===== config.mk =====
export PLATFORM = sky130hd
export DESIGN_NAME = ising_run_controller
export DESIGN_NICKNAME = d
export VERILOG_FILES = /design/src/rtl/ising_run_controller.sv
export SDC_FILE = /design/constraint.sdc
export NUM_CORES = 1
export LEC_CHECK = 0
export ABC_AREA = 1
export BUFFER_PORTS_ARGS = -buffer_cell sky130_fd_sc_hd__clkbuf_2
export CORE_ASPECT_RATIO = 0.75
export CORE_MARGIN = 3
export CORE_UTILIZATION = 54
export CTS_CLUSTER_SIZE = 30
export DETAILED_ROUTE_END_ITERATION = 6
export PLACE_DENSITY = 0.75
export SYNTH_ARGS = -nofsm -noshare
export SYNTH_HDL_FRONTEND = slang
export SYNTH_SLANG_ARGS = --single-unit

===== constraint.sdc =====
create_clock -name clk -period 2.8 [get_ports clk]
set_clock_uncertainty 0.15 [all_clocks]
set_input_delay 0.56 -clock clk [delete_from_list [all_inputs] [get_ports clk]]
set_output_delay 0.56 -clock clk [all_outputs]
set_load 0.05 [all_outputs]

===== src/rtl/ising_run_controller.sv =====
// ising_run_controller
//   Sequences one anneal of the N-oscillator coupled-cell matrix. It holds the
//   pairwise weight register file, pulses the matrix oscillator reset, lets
//   the matrix free-run, then phase-samples every oscillator against
//   oscillator 0 and reports N spins.
//   Optional feature macro: ISING_ABORT_EN adds an `abort` input that cancels
//   a run in progress. Without it, a run always completes.
module ising_run_controller #(
  parameter int N             = 3,
  parameter int NUM_WEIGHTS   = 5,
  parameter int RST_CYCLES    = 4,
  parameter int RUN_CYCLES    = 64,
  parameter int SAMPLE_CYCLES = 16,
  parameter int P             = N * (N - 1) / 2,
  parameter int WW            = (NUM_WEIGHTS > 2) ? $clog2(NUM_WEIGHTS) : 1,
  parameter int AW            = (P > 1) ? $clog2(P) : 1
) (
  input  logic            clk,
  input  logic            rst,
  input  logic            wr_valid,
  output logic            wr_ready,
  input  logic [AW-1:0]   wr_addr,
  input  logic [WW-1:0]   wr_data,
  output logic            wr_err,
  input  logic            start,
  output logic            busy,
  output logic            done,
  output logic [N-1:0]    spins,
  output logic            matrix_rstn,
  output logic [P*WW-1:0] weights_flat,
  input  logic [N-1:0]    matrix_out
`ifdef ISING_ABORT_EN
  ,
  input  logic            abort
`endif
);

  localparam int MAXP = (RUN_CYCLES > RST_CYCLES) ?
                        ((RUN_CYCLES > SAMPLE_CYCLES) ? RUN_CYCLES : SAMPLE_CYCLES) :
                        ((RST_CYCLES > SAMPLE_CYCLES) ? RST_CYCLES : SAMPLE_CYCLES);
  localparam int CW = $clog2(MAXP + 1);
  localparam int SW = $clog2(SAMPLE_CYCLES + 1);

  localparam logic [2:0] S_IDLE   = 3'd0;
  localparam logic [2:0] S_RST    = 3'd1;
  localparam logic [2:0] S_RUN    = 3'd2;
  localparam logic [2:0] S_SAMPLE = 3'd3;
  localparam logic [2:0] S_DONE   = 3'd4;

  localparam logic [AW:0]   P_L      = (AW + 1)'(P);
  localparam logic [WW:0]   NW_L     = (WW + 1)'(NUM_WEIGHTS);
  localparam logic [WW-1:0] WMAX_L   = WW'(NUM_WEIGHTS - 1);
  localparam logic [CW-1:0] RST_LAST = CW'(RST_CYCLES - 1);
  localparam logic [CW-1:0] RUN_LAST = CW'(RUN_CYCLES - 1);
  localparam logic [CW-1:0] SMP_LAST = CW'(SAMPLE_CYCLES - 1);
  localparam logic [SW-1:0] HALF_L   = SW'(SAMPLE_CYCLES / 2);

  // Out-of-range weight values saturate at the highest coupling level.
  function automatic logic [WW-1:0] clamp_weight(input logic [WW-1:0] d);
    if ({1'b0, d} >= NW_L) begin
      clamp_weight = WMAX_L;
    end else begin
      clamp_weight = d;
    end
  endfunction

  logic [2:0]      state_r;
  logic [2:0]      state_next_s;
  logic [CW-1:0]   cnt_r;
  logic [N-1:0]    sync1_r;
  logic [N-1:0]    sync2_r;
  logic [SW-1:0]   agree_r     [N];
  logic [SW-1:0]   agree_tot_s [N];
  logic [N-1:0]    spins_r;
  logic [P*WW-1:0] weights_r;
  logic            wr_fire_s;
  logic            addr_ok_s;
  logic            start_go_s;
  logic            abort_s;
  logic            done_r;
  logic            busy_r;
  logic            wr_ready_r;
  logic            wr_err_r;
  logic            rstn_r;

`ifdef ISING_ABORT_EN
  assign abort_s = abort;
`else
  assign abort_s = 1'b0;
`endif

  assign wr_fire_s  = wr_valid && (state_r == S_IDLE);
  assign addr_ok_s  = ({1'b0, wr_addr} < P_L);
  assign start_go_s = start && (state_r == S_IDLE);

  // Two-flop synchronizer for the free-running oscillator outputs.
  always_ff @(posedge clk or posedge rst) begin
    if (rst) begin
      sync1_r <= '0;
      sync2_r <= '0;
    end else begin
      sync1_r <= matrix_out;
      sync2_r <= sync1_r;
    end
  end

  // Next-state decode; abort only cancels the three active phases.
  always_comb begin
    state_next_s = state_r;
    case (state_r)
      S_IDLE: begin
        if (start) state_next_s = S_RST;
        else       state_next_s = S_IDLE;
      end
      S_RST: begin
        if (abort_s)                state_next_s = S_IDLE;
        else if (cnt_r == RST_LAST) state_next_s = S_RUN;
        else                        state_next_s = S_RST;
      end
      S_RUN: begin
        if (abort_s)                state_next_s = S_IDLE;
        else if (cnt_r == RUN_LAST) state_next_s = S_SAMPLE;
        else                        state_next_s = S_RUN;
      end
      S_SAMPLE: begin
        if (abort_s)                state_next_s = S_IDLE;
        else if (cnt_r == SMP_LAST) state_next_s = S_DONE;
        else                        state_next_s = S_SAMPLE;
      end
      S_DONE:  state_next_s = S_IDLE;
      default: state_next_s = S_IDLE;
    endcase
  end

  // Agreement totals including the current sample, used on the final window cycle.
  always_comb begin
    for (int i = 0; i < N; i++) begin
      if (sync2_r[i] == sync2_r[0]) begin
        agree_tot_s[i] = agree_r[i] + SW'(1);
      end else begin
        agree_tot_s[i] = agree_r[i];
      end
    end
  end

  // State, phase counter and registered status outputs.
  always_ff @(posedge clk or posedge rst) begin
    if (rst) begin
      state_r    <= S_IDLE;
      cnt_r      <= '0;
      done_r     <= 1'b0;
      busy_r     <= 1'b0;
      wr_ready_r <= 1'b1;
      rstn_r     <= 1'b0;
    end else begin
      state_r    <= state_next_s;
      cnt_r      <= (state_next_s != state_r) ? '0 : cnt_r + CW'(1);
      done_r     <= (state_next_s == S_DONE);
      busy_r     <= (state_next_s != S_IDLE);
      wr_ready_r <= (state_next_s == S_IDLE);
      rstn_r     <= (state_next_s == S_RUN) || (state_next_s == S_SAMPLE);
    end
  end

  // Phase agreement counting and the majority decision at the end of the window.
  always_ff @(posedge clk or posedge rst) begin
    if (rst) begin
      for (int i = 0; i < N; i++) agree_r[i] <= '0;
      spins_r <= '0;
    end else if (state_r == S_RUN && state_next_s == S_SAMPLE) begin
      for (int i = 0; i < N; i++) agree_r[i] <= '0;
    end else if (state_r == S_SAMPLE) begin
      for (int i = 0; i < N; i++) agree_r[i] <= agree_tot_s[i];
      if (state_next_s == S_DONE) begin
        for (int i = 0; i < N; i++) spins_r[i] <= (agree_tot_s[i] > HALF_L);
      end
    end
  end

  // Weight file writes (IDLE only) and the sticky bad-address flag.
  always_ff @(posedge clk or posedge rst) begin
    if (rst) begin
      weights_r <= '0;
      wr_err_r  <= 1'b0;
    end else begin
      if (wr_fire_s && addr_ok_s) begin
        for (int k = 0; k < P; k++) begin
          if (wr_addr == AW'(k)) weights_r[k*WW +: WW] <= clamp_weight(wr_data);
        end
      end
      if (wr_fire_s && !addr_ok_s) begin
        wr_err_r <= 1'b1;
      end else if (start_go_s) begin
        wr_err_r <= 1'b0;
      end
    end
  end

  assign wr_ready     = wr_ready_r;
  assign wr_err       = wr_err_r;
  assign busy         = busy_r;
  assign done         = done_r;
  assign spins        = spins_r;
  assign matrix_rstn  = rstn_r;
  assign weights_flat = weights_r;

endmodule


==> impl_metrics.tcl <==
set metrics [dict create \
    power_frac_seq_pct 59.9 \
    fin_util_pct 66.8 \
    post_cts_buffers 0 \
    nets 298 \
    slew_viol_final 0 \
    layout.cells.non_filler 334 \
    min_path_type "in -> async" \
    grtUsageTotal_pct 18.0 \
    wl_per_cell_um 11.6 \
    synth_cell_types 28 \
    fin_crit_sh_pct 66.4 \
    maxSlewHeadroom_pct 70.9 \
    synth_area_mm2 0.00223 \
    peakVddDrop_mv 0.427 \
    hold_viol_final 0 \
    cts_max_level 2 \
    start_util_pct 58.7 \
    leakage_nw 1.31 \
    crit_path_end_kind "register" \
    cts.sinks 48 \
    wirelength_um 3870 \
    crit_required_ps 2840 \
    min_period_ps 1860 \
    first_iter_violations 54 \
    holdBufCountCts 0 \
    num_antenna_cells 0 \
    rsz0062_at_grt "no" \
    fmax_ghz 0.538 \
    p_switching_w 0.000256 \
    synthToLayoutAreaGrowth_pct 13.8 \
    vias 1646 \
    swShare_pct 21.9 \
    core-area_mm2 0.00380 \
    p_clk_share_pct 36.5 \
    dieArea_mm2 0.00495 \
    report.final.setup_viol 0 \
    placedCellCount 326 \
    drc 0 \
    synth_nets 262 \
    cts_buffers 5 \
    syn_avg_cell_area_um2 9.12 \
    root_buffer "clkbuf_8" \
    cts_max_path_buffers 2 \
    slowest_stage "dfrtp_1" \
    fillCellCount 320 \
    cp_common_cell "inv_1" \
    start_kind "register" \
    path_class "reg -> reg" \
    postSynthCellCount 245 \
    viasPerCell 4.93 \
    cts_tree "done" \
    cp.arrival_ps 1900 \
    cts.repair.resized 0 \
    cap_violations 0 \
    ios 29 \
    outcome "finished clean" \
    die_x_um 80.3 \
    crit_family "simple AND/OR/NAND/NOR gates" \
    synthDominantCellAreaShare_pct 52.7 \
    grt_first_pass_wirelength_um 6750 \
    p_per_area_mw_per_mm2 459 \
    drive_gt1_share_pct 20.9 \
    cp_cell_sequence "inv_1 -> nand3_2 -> inv_1 -> nand2_1 -> and3_1 -> nand2_4 -> nor2_1" \
    gp_congestion 0.836 \
    synth_warnings 0 \
    ant_nets 0 \
    ys_seq_area_share_pct 53.8 \
    clk_latency_ps 300 \
    synth_largest_area_cell "dfrtp_1" \
    die_h_um 61.7 \
    worst_pin_slew_ps 434 \
    firstDrtPassIters 4 \
    combPwrFrac_pct 3.6 \
    portBuffers 28 \
    synth_seq_cells 48 \
    first_global_vias 1554 \
    crit_buf_inv 2 \
    cp_max_fo 13 \
    p_int_w 0.000911 \
    clkTransAtPathRegs_ps 90 \
    grt_antenna_before_repair 0 \
    grt-ovfl-total 0 \
    slowest_delay_ps 400 \
    grt_max_degree 22 \
    num_rows 19 \
    ys_top_cells_by_area "dfrtp_1, nand2_1, inv_1, xor2_1, o21ai_0" \
    dp_hpwl_um 2960 \
    tns_ps 0 \
]
==> sequential cells by signal, summed over array words and instances, names as in the netlist <==
name          flops
weights_flat      9
wr_err            1
state_r           3
wr_ready          1
sync1_r           3
done              1
matrix_rstn       1
sync2_r           3
spins             3
cnt_r             7
agree_r          15
busy              1
==> routing by layer <==
layer,global-route usage [%],routed length (µm),up-vias
met5,0,0,-
met4,6.27,54,0
met3,4.61,173,8
met2,26.9,1620,29
met1,25.8,2020,755
li1,-,-,854
==> layout by cell type (no fill, tap or decap), drive strengths merged, types with 3 or more instances in the layout <==
| cell | count |
|---|---|
| nand3 | 16 |
| ha | 5 |
| o21ai | 16 |
| xnor2 | 3 |
| nand2 | 57 |
| nor2 | 22 |
| clkbuf | 35 |
| dfrtp | 47 |
| o22ai | 6 |
| inv | 39 |
| nor3 | 5 |
| xor2 | 10 |
| a21oi | 3 |
| o21a | 3 |
==> cells in the mapped netlist <==
library cell / instances
o22ai_1: 6
a21oi_1: 3
ha_1: 5
o21a_1: 3
dfrtp_1: 47
and3_1: 1
buf_2: 1
dfstp_2: 1
nor2_2: 4
nand2_2: 5
inv_2: 4
inv_1: 35
xor2_1: 10
nor3_1: 4
a31oi_1: 2
xnor2_1: 3
o211ai_1: 2
nand4_1: 2
nand2_1: 50
o31ai_1: 2
nand2_4: 2
nor2_4: 2
nand3_2: 2
nor3_2: 1
nor2_1: 16
o21ai_0: 16
a22o_1: 2
nand3_1: 14
==> worst reg2reg max path, stage by stage (launching register included) <==
cell,delay (ps)
dfrtp_1,400
inv_1,120
nand3_2,250
inv_1,300
nand2_1,160
and3_1,220
nand2_4,110
nor2_1,50
==> area by class of cell <==
| class | instances | area (µm²) | share of cell area [%] |
|---|---|---|---|
| Sequential cell | 48 | 1200 | 47.3 |
| Multi-Input combinational cell | 157 | 880 | 34.6 |
| Timing Repair Buffer | 30 | 155 | 6.10 |
| Inverter | 39 | 146 | 5.76 |
| Clock buffer | 7 | 86.3 | 3.40 |
| Tap cell | 52 | 65.1 | 2.56 |
| Clock inverter | 1 | 7.51 | 0.295 |
==> stage by stage <==
stage                     power [W]  setup WS [ps]  hold WS, ps  instance area, µm²
after global routing        0.00121            798         37.9                2540
after floorplan            0.000737            947          181                2230
final                       0.00117            941         20.3                2540
after CTS                   0.00118            950         24.9                2540
after detailed placement   0.000756            966          187                2450
after global placement     0.000755            969          184                2450
==> worst paths after layout <==
| kind | from | endpoint | slack (ps) | cells after the start |
|---|---|---|---|---|
| setup / recovery | state_r[2] | cnt_r[0] | 940 | 7 |
| hold / removal | rst | weights_flat[2] | 20 | 2 |
| setup reg to reg | state_r[2] | cnt_r[0] | 940 | 7 |
| hold reg to reg | sync1_r[0] | sync2_r[0] | 210 | 0 |
| max in group asynchronous | rst | matrix_rstn | 1910 | 3 |
| min in group clk | sync1_r[0] | sync2_r[0] | 210 | 0 |
==> cell families after synthesis <==
| logic type | share of synthesized area, % |
|---|---|
| AO/OA/AOI/OAI | 9.64 |
| XOR/XNOR | 5.10 |
| adder cells (fa/ha/maj) | 2.80 |
| buffers and inverters | 6.78 |
| flip-flops | 53.8 |
| AND/OR/NAND/NOR | 21.8 |
==> power groups by stage <==
stage	sequential, W	clock [W]	combinational [W]
2_1_floorplan	0.000712	0	0.0000253
3_3_place_gp	0.000712	0	0.0000426
3_5_place_dp	0.000712	0	0.0000434
4_1_cts	0.000699	0.000437	0.0000435
5_1_grt	0.000699	0.000462	0.0000496
6_report	0.000699	0.000426	0.0000420
No activity file was read; power rests on OpenSTA's default activity.
